===== src/rtl/pipeline_stall_ctrl.sv =====
// Central hazard controller for the 5-stage pipeline: zero-latency stall/flush
// generation plus mul/div occupancy, memory wait tracking and stall statistics.
module pipeline_stall_ctrl #(
   parameter int unsigned MULDIV_CYCLES = 32,
   parameter int unsigned MEM_TIMEOUT   = 255
) (
   input  logic        Clk,
   input  logic        Rst_n,
   input  logic [4:0]  ID_Rs,
   input  logic [4:0]  ID_Rt,
   input  logic        ID_UsesRs,
   input  logic        ID_UsesRt,
   input  logic        ID_MulDivUse,
   input  logic        EX_MemRead,
   input  logic [4:0]  EX_Rd,
   input  logic        EX_BranchTaken,
   input  logic        EX_MulDivStart,
   input  logic        MEM_Req,
   input  logic        MEM_Ready,
   output logic        PC_stall,
   output logic        IF_ID_stall,
   output logic        IF_ID_flush,
   output logic        ID_EX_stall,
   output logic        ID_EX_flush,
   output logic        EX_MEM_stall,
   output logic        EX_MEM_flush,
   output logic        MEM_WB_stall,
   output logic        MEM_WB_flush,
   output logic        MulDiv_busy,
   output logic        Mem_Timeout,
   output logic [15:0] Stall_Count
);

   localparam int unsigned MD_W   = 8;
   localparam int unsigned WAIT_W = 16;
   localparam int unsigned CNT_W  = 16;

   typedef enum logic {
      ST_IDLE = 1'b0,
      ST_WAIT = 1'b1
   } mem_state_t;

   mem_state_t        r_state;
   logic [MD_W-1:0]   r_md_cnt;
   logic [WAIT_W-1:0] r_wait_cnt;
   logic              r_timeout;
   logic [CNT_W-1:0]  r_stall_cnt;

   logic              w_mem_wait;
   logic              w_load_use;
   logic              w_md_hazard;
   logic [WAIT_W-1:0] w_wait_inc;

   assign w_mem_wait  = MEM_Req & ~MEM_Ready;
   assign w_load_use  = EX_MemRead & (EX_Rd != 5'd0) &
                        ((ID_UsesRs & (ID_Rs == EX_Rd)) | (ID_UsesRt & (ID_Rt == EX_Rd)));
   assign w_md_hazard = ID_MulDivUse & MulDiv_busy;
   assign w_wait_inc  = (r_wait_cnt == {WAIT_W{1'b1}}) ? r_wait_cnt : r_wait_cnt + WAIT_W'(1);

   assign MulDiv_busy = (r_md_cnt != MD_W'(0));
   assign Mem_Timeout = r_timeout;
   assign Stall_Count = r_stall_cnt;

   // Prioritised stall/flush decode; segments flush-before-stall so reset only flushes
   always_comb begin
      PC_stall     = 1'b0;
      IF_ID_stall  = 1'b0;
      IF_ID_flush  = 1'b0;
      ID_EX_stall  = 1'b0;
      ID_EX_flush  = 1'b0;
      EX_MEM_stall = 1'b0;
      EX_MEM_flush = 1'b0;
      MEM_WB_stall = 1'b0;
      MEM_WB_flush = 1'b0;
      if (!Rst_n) begin
         IF_ID_flush  = 1'b1;
         ID_EX_flush  = 1'b1;
         EX_MEM_flush = 1'b1;
         MEM_WB_flush = 1'b1;
      end else if (w_mem_wait) begin
         // a taken branch stays parked in EX until memory releases
         PC_stall     = 1'b1;
         IF_ID_stall  = 1'b1;
         ID_EX_stall  = 1'b1;
         EX_MEM_stall = 1'b1;
         MEM_WB_flush = 1'b1;
      end else if (EX_BranchTaken) begin
         IF_ID_flush  = 1'b1;
         ID_EX_flush  = 1'b1;
      end else if (w_load_use || w_md_hazard) begin
         PC_stall     = 1'b1;
         IF_ID_stall  = 1'b1;
         ID_EX_flush  = 1'b1;
      end
   end

   // Mul/div occupancy countdown; a start held by a memory stall does not launch
   always_ff @(posedge Clk or negedge Rst_n) begin
      if (!Rst_n) begin
         r_md_cnt <= '0;
      end else if (EX_MulDivStart && !w_mem_wait) begin
         r_md_cnt <= MD_W'(MULDIV_CYCLES - 1);
      end else if (r_md_cnt != MD_W'(0)) begin
         r_md_cnt <= r_md_cnt - MD_W'(1);
      end
   end

   // Memory wait FSM with saturating wait counter and sticky timeout
   always_ff @(posedge Clk or negedge Rst_n) begin
      if (!Rst_n) begin
         r_state    <= ST_IDLE;
         r_wait_cnt <= '0;
         r_timeout  <= 1'b0;
      end else begin
         case (r_state)
            ST_IDLE: begin
               if (w_mem_wait) begin
                  r_state    <= ST_WAIT;
                  r_wait_cnt <= w_wait_inc;
               end else begin
                  r_wait_cnt <= '0;
               end
            end
            ST_WAIT: begin
               if (w_mem_wait) begin
                  r_wait_cnt <= w_wait_inc;
               end else begin
                  r_state    <= ST_IDLE;
                  r_wait_cnt <= '0;
               end
            end
            default: begin
               r_state    <= ST_IDLE;
               r_wait_cnt <= '0;
            end
         endcase
         if (w_mem_wait && (w_wait_inc == WAIT_W'(MEM_TIMEOUT))) begin
            r_timeout <= 1'b1;
         end
      end
   end

   // Saturating count of PC stall cycles
   always_ff @(posedge Clk or negedge Rst_n) begin
      if (!Rst_n) begin
         r_stall_cnt <= '0;
      end else if (PC_stall && (r_stall_cnt != {CNT_W{1'b1}})) begin
         r_stall_cnt <= r_stall_cnt + CNT_W'(1);
      end
   end

endmodule


===== config.mk =====
export PLATFORM = sky130hd
export DESIGN_NAME = pipeline_stall_ctrl
export DESIGN_NICKNAME = d
export VERILOG_FILES = /design/src/rtl/pipeline_stall_ctrl.sv
export SDC_FILE = /design/constraint.sdc
export NUM_CORES = 1
export LEC_CHECK = 0
export ABC_AREA = 0
export BUFFER_PORTS_ARGS = -buffer_cell sky130_fd_sc_hd__buf_2
export CORE_MARGIN = 2
export CORE_UTILIZATION = 59
export CTS_BUF_LIST = sky130_fd_sc_hd__clkbuf_16
export DETAILED_ROUTE_END_ITERATION = 8
export PLACE_DENSITY = 0.91
export SYNTH_ARGS = -nofsm -noshare
export SYNTH_HDL_FRONTEND = slang
export SYNTH_SLANG_ARGS = --single-unit

===== constraint.sdc =====
create_clock -name Clk -period 4.3 [get_ports Clk]
set_input_delay 0.43 -clock Clk [delete_from_list [all_inputs] [get_ports Clk]]
set_output_delay 0.43 -clock Clk [all_outputs]
set_load 0.1 [all_outputs]

; After elaboration in Yosys (flattened, before gate mapping)
; Cells that the tools add are included.
; W data, S select, Z words.
[totals]
elab_cells = 46
reg_bits = 41
input_bits = 25
output_inout_bits = 27
[op_classes]
muxes = 18
n_bitwise = 8
n_reduce_logical = 8
eq_ne = 5
addsub = 3
[op_table]
columns = op, n
row1 = $add A16 B1 Y16 const B, 2
row2 = $mux W16, 2
row3 = $eq A16 B16 Y1 const B, 1
row4 = $eq A16 B8 Y1 const B, 1
row5 = $mux W8, 2
row6 = $ne A16 B16 Y1 const B, 1
row7 = $mux W1, 14
row8 = $eq A5 B5 Y1, 2
row9 = $reduce_bool A8 Y1, 1
row10 = $sub A8 B1 Y8 const B, 1
row11 = $and A1 B1 Y1, 6
row12 = $reduce_bool A5 Y1, 1
row13 = $logic_and A1 B1 Y1, 3
row14 = $reduce_bool A2 Y1, 1
row15 = $logic_not A1 Y1, 1
row16 = $logic_or A1 B1 Y1, 1
row17 = $not A1 Y1, 1
row18 = $or A1 B1 Y1, 1

; Longest topological paths before layout
; Gate-level depths: netlist of the first run.
[depth]
ltp_word = 10
depth_mapped = 8

; Least setup slack after synthesis of the first run
; OpenSTA, ideal clock, no wires.
[synth_timing]
path_type = in2out
start = in Rst_n
end = out ID_EX_flush
slack_ns = 0.403
required_time_ns = 3.870
path_stages = 3
arrival_time_ns = 3.467
path_buffers = 0
cell_sequence = inv_1 nor2_1 a31oi_1
[synth_via]
elab_chain_len = 1
[synth_rtl]
columns = item, line
row1 = start: declaration, 8  ; input logic Rst_n,
row2 = $mux W1, 75  ; if (!Rst_n) begin
row3 = end: declaration, 24  ; output logic ID_EX_flush,
; No other way between the ends.

; Final worst setup path of the first run
[layout_timing]
start = reg r_md_cnt[0]
end = out IF_ID_stall
[layout_via]
elab_chain_len = 7
[layout_rtl]
columns = item, line
row1 = start: declaration, 44  ; logic [MD_W-1:0] r_md_cnt;
row2 = start signal: assignment, 102  ; r_md_cnt <= MD_W'(MULDIV_CYCLES - 1);
row3 = start signal: assignment, 104  ; r_md_cnt <= r_md_cnt - MD_W'(1);
row4 = $reduce_bool A8 Y1, 60  ; assign MulDiv_busy = (r_md_cnt != MD_W'(0));
row5 = $and A1 B1 Y1, 57  ; assign w_md_hazard = ID_MulDivUse & MulDiv_busy;
row6 = $logic_or A1 B1 Y1, 90  ; end else if (w_load_use || w_md_hazard) begin
row7 = $mux W1, 90
row8 = $mux W1, 87  ; end else if (EX_BranchTaken) begin
row9 = $mux W1, 80  ; end else if (w_mem_wait) begin
row10 = $mux W1, 75
row11 = end: declaration, 21  ; output logic IF_ID_stall,
; No other way between the ends.

==> impl_metrics.py, run 1 <==
metrics = {
    "timing": {
        "report.final.hold_viol_count": 0,
        "rsz0062_at_grt": "false",
        "drv_slew": 0,
        "finalSetupViolations": 0,
        "max_freq_mhz": 346.2,
        "min_period_over_period_pct": 67.17,
        "maxSlewHeadroom_pct": 55.79,
        "timing.final.ws_setup_ns": 1.412,
        "fin_skew_ns": 0.006262,
        "finalCriticalPeriod_ns": 2.888,
        "worst_pin_slew_ns": 0.6632,
        "setup_tns_ns": 0,
    },
    "place": {
        "dp.cells": 348,
        "place_hpwl_um": 3621,
        "gp_congestion": 0.8450,
        "port_buffers": 50,
        "place_ws_ns": 1.660,
    },
    "clock_tree": {
        "cts.repair.resized": 0,
        "cts_max_level": 2,
        "cts_sinks": 41,
        "postCtsSetupRepairBufs": 0,
        "clock_latency_ns": 0.28,
        "cts-hold-fix-buffers": 0,
        "clockBufferDepth": 2,
        "numCtsBuffers": 5,
        "clk_pin_slew_ns": 0.06,
        "cts_tree": "yes",
        "cts_root_buf": "clkbuf_16",
    },
    "cells_and_area": {
        "stdcell_count": 356,
        "utilization_pct": 71.82,
        "final_layout_size_suffix_gt1_share_pct": 23.53,
        "nets": 334,
        "regArea_um2": 1026,
        "antenna_cells": 0,
        "syn2layout_area_growth_pct": 17.26,
        "layout_commonest_cell": "buf_2",
        "final_cell_mix": "50 x buf_2, 41 x dfrtp_1, 31 x xnor2_1",
        "fill_cells": 288,
        "multi_input_area_um2": 1330,
    },
    "synthesis": {
        "synth-compound-area-share_pct": 7.201,
        "synth_area_um2": 2450,
        "yosysSeqAreaShare_pct": 41.88,
        "ys_types": 50,
        "netlist.area_leader.share_pct": 41.88,
        "async_reset_ff_share_pct": 100.0,
        "synthAdderAreaFrac_pct": 2.043,
        "synthTopCellsByArea": "dfrtp_1 42%, xnor2_1 11%, nand3_1 4.3%",
        "syn_avg_cell_area_um2": 9.532,
        "muxShareOfSynthArea_pct": 1.736,
        "synth_flop_cell": "dfrtp_1",
        "syn_nets": 286,
        "yosysTopAreaCell": "dfrtp_1",
        "ys_seq_elements": 41,
        "synth_cells": 257,
        "synthSimpleGateAreaFrac_pct": 30.64,
        "synth_top_family_by_area": "simple AND/OR/NAND/NOR gates",
        "yosys.area_share.xor_xnor_pct": 12.51,
        "yosysWarnings": 0,
        "synth_edf_count": 0,
    },
    "setup_path": {
        "path_buf_inv": 2,
        "critPathArrivalTime_ns": 2.46,
        "cp_top_family": "compound AO/OA/AOI/OAI gates",
        "critPathCaptureType": "output port",
        "crit_fanout": 17,
        "crit_type": "reg -> out",
        "cpMaxStageDelayCell": "a32o_1",
        "cp_slowest_stage_delay_ns": 0.59,
        "critPathRequiredTime_ns": 3.87,
        "start_kind": "flip-flop",
        "path_cells": "inv_1, ha_1, and3_1, o21ai_0, a32o_1, buf_2",
    },
    "route": {
        "drtIter0Drc": 158,
        "drt-met1-wl_um": 2297,
        "highest_layer": "met4",
        "drcViolationCount": 0,
        "drt-total-wl_um": 5350,
        "wl_per_cell_um": 15.03,
        "dr_wl_met2_um": 2803,
        "ant_nets": 0,
        "via_count": 2091,
        "via_per_inst": 5.874,
        "routed-wl-met3_um": 195,
        "firstDrtPassIters": 4,
    },
    "floorplanning": {
        "ioPinCount": 52,
        "dieArea_um2": 4684,
        "start_util_pct": 61.24,
        "die-width_um": 68.44,
        "fp-row-count": 23,
        "dieHeight_um": 68.44,
        "coreArea_um2": 4000,
    },
    "global_route": {
        "grt_pass1_vias": 1973,
        "grt_max_degree": 44,
        "grtUsageTotal_pct": 25.54,
        "grt_pass1_wl_um": 8942,
        "overflow": 0,
        "antenna_found_initial": 0,
    },
    "power_and_ir_drop": {
        "leakage_nw": 1.311,
        "vdd_drop_max_mv": 0.5670,
        "p_total_mw": 1.235,
        "powerDensity_nw_per_um2": 429.9,
    },
    "worst_hold_path": {
        "hp-class": "in -> async",
    },
    "run": {
        "cap_viol_max_count": 0,
    },
    "status": {
        "status": "completed",
    },
}
==> routing by layer <==
layer,up-vias,GRT usage (%)
met5,-,0
met4,0,8.750
met3,4,5.428
met2,51,43.75
met1,1025,31.68
li1,1011,-
==> cell type report <==
cell class,instances,area share [%]
clock buffers,5,4.355
clock inverters,3,1.437
inverters,6,0.7840
multi-input cells,199,46.30
flip-flops and latches,41,35.71
well taps,50,2.178
repair buffers,52,9.233
==> report_power, final <==
group	internal [mW]	leakage (nW)	switching [mW]	total (mW)
Sequential	0.418	0.542	0.0385	0.457
Combinational	0.0730	0.692	0.290	0.363
Clock	0.271	0.0775	0.144	0.416
==> cell families after synthesis <==
logic type               count (synthesis)
other                                    1
buffers and inverters                   17
XOR/XNOR                                35
flip-flops                              41
adder cells (fa/ha/maj)                  4
AND/OR/NAND/NOR                        129
AO/OA/AOI/OAI                           26
multiplexers                             4
==> registers in the layout, summed over array words and instances (netlist names) <==
name	cells
Mem_Timeout	1
Stall_Count	16
r_md_cnt	8
r_wait_cnt	16
==> path summary, 6_finish.rpt <==
| check | end | depth (start not counted) | startpoint | slack [ns] |
|---|---|---|---|---|
| hold reg to reg | Stall_Count[10] | 1 | Stall_Count[10] | 0.50 |
| min in group Clk | r_md_cnt[6] | 2 | EX_MulDivStart | 0.37 |
| setup reg to reg | Mem_Timeout | 7 | r_wait_cnt[0] | 1.87 |
| max in group asynchronous | Stall_Count[1] | 2 | Rst_n | 3.72 |
| hold / removal | r_md_cnt[2] | 2 | Rst_n | 0.22 |
| setup / recovery | IF_ID_stall | 6 | r_md_cnt[0] | 1.41 |
==> worst register-to-register path: stages (launching register included) <==
cell,delay (ns)
dfrtp_1,0.39
ha_1,0.25
nand4_2,0.30
nor4_4,0.48
xor2_1,0.16
a211oi_1,0.20
nor4b_1,0.34
a41o_1,0.24
==> stage by stage <==
stage | cell area (um^2) | hold slack (ns)
final | 2873 | 0.2228
after global placement | 2706 | 0.4774
after detailed placement | 2706 | 0.4785
after floorplan | 2450 | 0.1344
after CTS | 2873 | 0.2491
after global routing | 2873 | 0.2898
==> synth_stat cells, types with 3 or more instances <==
library cell and count:
buf_2 3, inv_1 6, nor3_1 8, dfrtp_1 41, nand2_1 21, a21oi_1 5
nand3_2 3, xnor2_1 31, and3_1 16, nand4_1 8, nor2_1 28, xor2_1 4
nand3_1 21, nor4_1 4, ha_1 4, buf_4 3, nand2b_1 3, o21ai_0 7
Power figures use the tool's default switching activity.
==> run 2, diff against run 1 <==
--- a/config.mk
+++ b/config.mk
@@ -5,13 +5,13 @@
 export SDC_FILE = /design/constraint.sdc
 export NUM_CORES = 1
 export LEC_CHECK = 0
-export ABC_AREA = 0
+export ABC_AREA = 1
 export BUFFER_PORTS_ARGS = -buffer_cell sky130_fd_sc_hd__buf_2
 export CORE_MARGIN = 2
-export CORE_UTILIZATION = 59
+export CORE_UTILIZATION = 56
 export CTS_BUF_LIST = sky130_fd_sc_hd__clkbuf_16
 export DETAILED_ROUTE_END_ITERATION = 8
-export PLACE_DENSITY = 0.91
+export PLACE_DENSITY = 0.86
 export SYNTH_ARGS = -nofsm -noshare
 export SYNTH_HDL_FRONTEND = slang
 export SYNTH_SLANG_ARGS = --single-unit
==> constraint.sdc (replaced) <==
create_clock -name Clk -period 2.97 [get_ports Clk]
set_input_delay 0.297 -clock Clk [delete_from_list [all_inputs] [get_ports Clk]]
set_output_delay 0.297 -clock Clk [all_outputs]
set_load 0.1 [all_outputs]
==> run 2 against run 1 <==
Net effect:
- sequential cell count did not move
- first-iteration DRC count fell by 3.2%
- power rose by 38%
- worst setup slack got worse by 0.95 ns
- sequential share of layout area fell by 5.3 points
- count of clock-buffer cells in the layout did not move
- register-to-register slack got worse by 0.88 ns
- largest power group unchanged
==> impl_metrics.py, run 2 <==
metrics = {
    "status": {
        "status": "completed",
    },
    "synthesis": {
        "synth_edf_count": 0,
        "synth_cells": 415,
        "synth_area_um2": 2865,
        "muxShareOfSynthArea_pct": 0,
        "yosysMostFrequentCell": "nand2_1",
        "synthAdderAreaFrac_pct": 1.747,
        "synthSimpleGateAreaFrac_pct": 39.52,
        "synthTopCellsByArea": "dfrtp_1 36%, nand2_1 16%, inv_1 8.9%",
        "yosys.area_share.xor_xnor_pct": 4.891,
        "yosysWarnings": 0,
        "yosysSeqAreaShare_pct": 35.81,
        "ys_types": 39,
        "synth-compound-area-share_pct": 6.201,
        "yosysTopAreaCell": "dfrtp_1",
        "synth_flop_cell": "dfrtp_1",
        "syn_avg_cell_area_um2": 6.904,
        "synth_common_cells": "122 x nand2_1, 68 x inv_1, 41 x dfrtp_1",
        "async_reset_ff_share_pct": 100.0,
        "syn_nets": 444,
        "synth_top_family_by_area": "simple AND/OR/NAND/NOR gates",
        "ys_seq_elements": 41,
        "netlist.area_leader.share_pct": 35.81,
    },
    "cells_and_area": {
        "layout_commonest_cell": "nand2_1",
        "regArea_um2": 1026,
        "multi_input_area_um2": 1526,
        "antenna_cells": 0,
        "syn2layout_area_growth_pct": 17.77,
        "final_cell_mix": "122 x nand2_1, 68 x inv_1, 48 x buf_2",
        "final_layout_size_suffix_gt1_share_pct": 18.71,
        "nets": 493,
        "fill_cells": 457,
    },
    "route": {
        "drt-total-wl_um": 6626,
        "drtIter0Drc": 153,
        "via_count": 2744,
        "via_per_inst": 5.129,
        "wl_per_cell_um": 12.39,
        "drcViolationCount": 0,
        "firstDrtPassIters": 4,
        "ant_nets": 0,
    },
    "clock_tree": {
        "cts_max_level": 2,
        "clock_latency_ns": 0.29,
        "clockBufferDepth": 2,
        "cts-hold-fix-buffers": 0,
        "cts.repair.resized": 0,
        "cts_root_buf": "clkbuf_16",
        "clk_pin_slew_ns": 0.06,
        "postCtsSetupRepairBufs": 0,
        "cts_tree": "yes",
        "cts_sinks": 41,
        "numCtsBuffers": 5,
    },
    "global_route": {
        "antenna_found_initial": 0,
        "grtUsageTotal_pct": 26.29,
        "overflow": 0,
        "grt_max_degree": 43,
        "grt_pass1_vias": 2728,
        "grt_pass1_wl_um": 11540,
    },
    "setup_path": {
        "path_cells": "nor2_2, inv_2, nor2_2, nand4_2, nand2_1, a21boi_0, o21ai_2, buf_2",
        "cp_slowest_stage_delay_ns": 0.52,
        "r2r_setup_slack_ns": 0.99,
        "crit_path_frequent_cell": "nor2_2",
        "crit_type": "reg -> out",
        "ff2ff_path_depth": 9,
        "critPathCaptureType": "output port",
        "start_kind": "flip-flop",
        "r2r_end": "Stall_Count[6]",
        "critPathArrivalTime_ns": 2.21,
        "cpMaxStageDelayCell": "a21boi_0",
        "critPathRequiredTime_ns": 2.67,
        "r2r_start": "Stall_Count[0]",
        "crit_fanout": 4,
    },
    "timing": {
        "min_period_over_period_pct": 84.37,
        "timing.final.ws_setup_ns": 0.4643,
        "drv_slew": 0,
        "report.final.hold_viol_count": 0,
        "finalCriticalPeriod_ns": 2.506,
        "maxSlewHeadroom_pct": 59.12,
        "finalSetupViolations": 0,
        "rsz0062_at_grt": "false",
        "fin_skew_ns": 0.007835,
        "timing.hold.ws_ns": 0.1113,
        "worst_pin_slew_ns": 0.6077,
        "max_freq_mhz": 399.1,
    },
    "power_and_ir_drop": {
        "powerDensity_nw_per_um2": 504.7,
        "leakage_nw": 1.770,
        "p_total_mw": 1.703,
        "vdd_drop_max_mv": 0.4618,
    },
    "floorplanning": {
        "dieHeight_um": 75.53,
        "fp-row-count": 26,
        "dieArea_um2": 5705,
        "die-width_um": 75.53,
        "coreArea_um2": 5010,
        "start_util_pct": 57.19,
        "ioPinCount": 52,
    },
    "place": {
        "place_hpwl_um": 4862,
        "gp_congestion": 0.8617,
        "place_ws_ns": 0.7423,
        "port_buffers": 50,
    },
    "worst_hold_path": {
        "hp-class": "in -> async",
    },
    "run": {
        "cap_viol_max_count": 0,
    },
}
[run 2: cell types whose count changed in the layout (fill, tap and decap cells not counted), sizes merged, moves of 3 or more]
cell / before / now
and3: 17 / 0
nor2: 28 / 42
xnor2: 31 / 4
nor4: 6 / 2
nand4: 11 / 27
a21oi: 5 / 12
inv: 6 / 70
xor2: 4 / 12
nand3: 25 / 30
nand2: 21 / 128
o21ai: 8 / 15
nand2b: 3 / 0
[run 2: worst max-delay path by stage]
stage	startpoint	endpoint	slack [ns]	cells past startpoint
after floorplan	Rst_n	PC_stall	-0.14	5
after global placement	r_md_cnt[4]	ID_EX_flush	0.81	8
after detailed placement	r_md_cnt[4]	ID_EX_flush	0.74	8
after CTS	r_md_cnt[4]	ID_EX_flush	0.43	8
after global routing	r_md_cnt[4]	ID_EX_flush	0.33	8
final	r_md_cnt[4]	ID_EX_flush	0.46	8
[run 2: power breakdown]
| part | switching [mW] | internal, mW |
|---|---|---|
| logic | 0.365 | 0.0936 |
| registers | 0.0385 | 0.592 |
| clock network | 0.219 | 0.395 |
[run 2: worst max-delay path, delay by kind of cell (launching register included)]
family	cells	cell delay, ns
simple gates	4	0.56
compound gates	2	0.60
buf+inv	2	0.37
flops	1	0.39
[run 2: per-stage QoR]
stage                     util [%]  std cells  TNS, ns  area (um^2)
after detailed placement     64.01        527        0         3207
after global routing         67.36        535        0         3374
after global placement       64.01        527        0         3207
after floorplan                  -        415  -0.1391         2892
after CTS                    67.36        535        0         3374
final                        67.36        535        0         3374
[run 2: cells by family after synthesis]
kind of cell / count (synthesis)
compound gates: 32
xor+xnor: 16
fa+ha+maj: 4
flops: 41
buf+inv: 81
other cells: 1
simple gates: 240
[run 2: area by class of cell]
class / count / area share (%)
clock inverters: 3 / 1.261
multi-input cells: 293 / 45.24
flip-flops and latches: 41 / 30.40
repair buffers: 52 / 8.750
well taps: 70 / 2.595
inverters: 71 / 8.046
clock buffers: 5 / 3.708
[run 2: layer usage]
metal  global-route usage, %  routed length (um)  up-vias
li1                        -                   -     1411
met1                   29.99                2763     1260
met2                   48.79                3471       60
met3                   5.423                 277       13
met4                   8.577                 112        0
met5                       0                   0        -
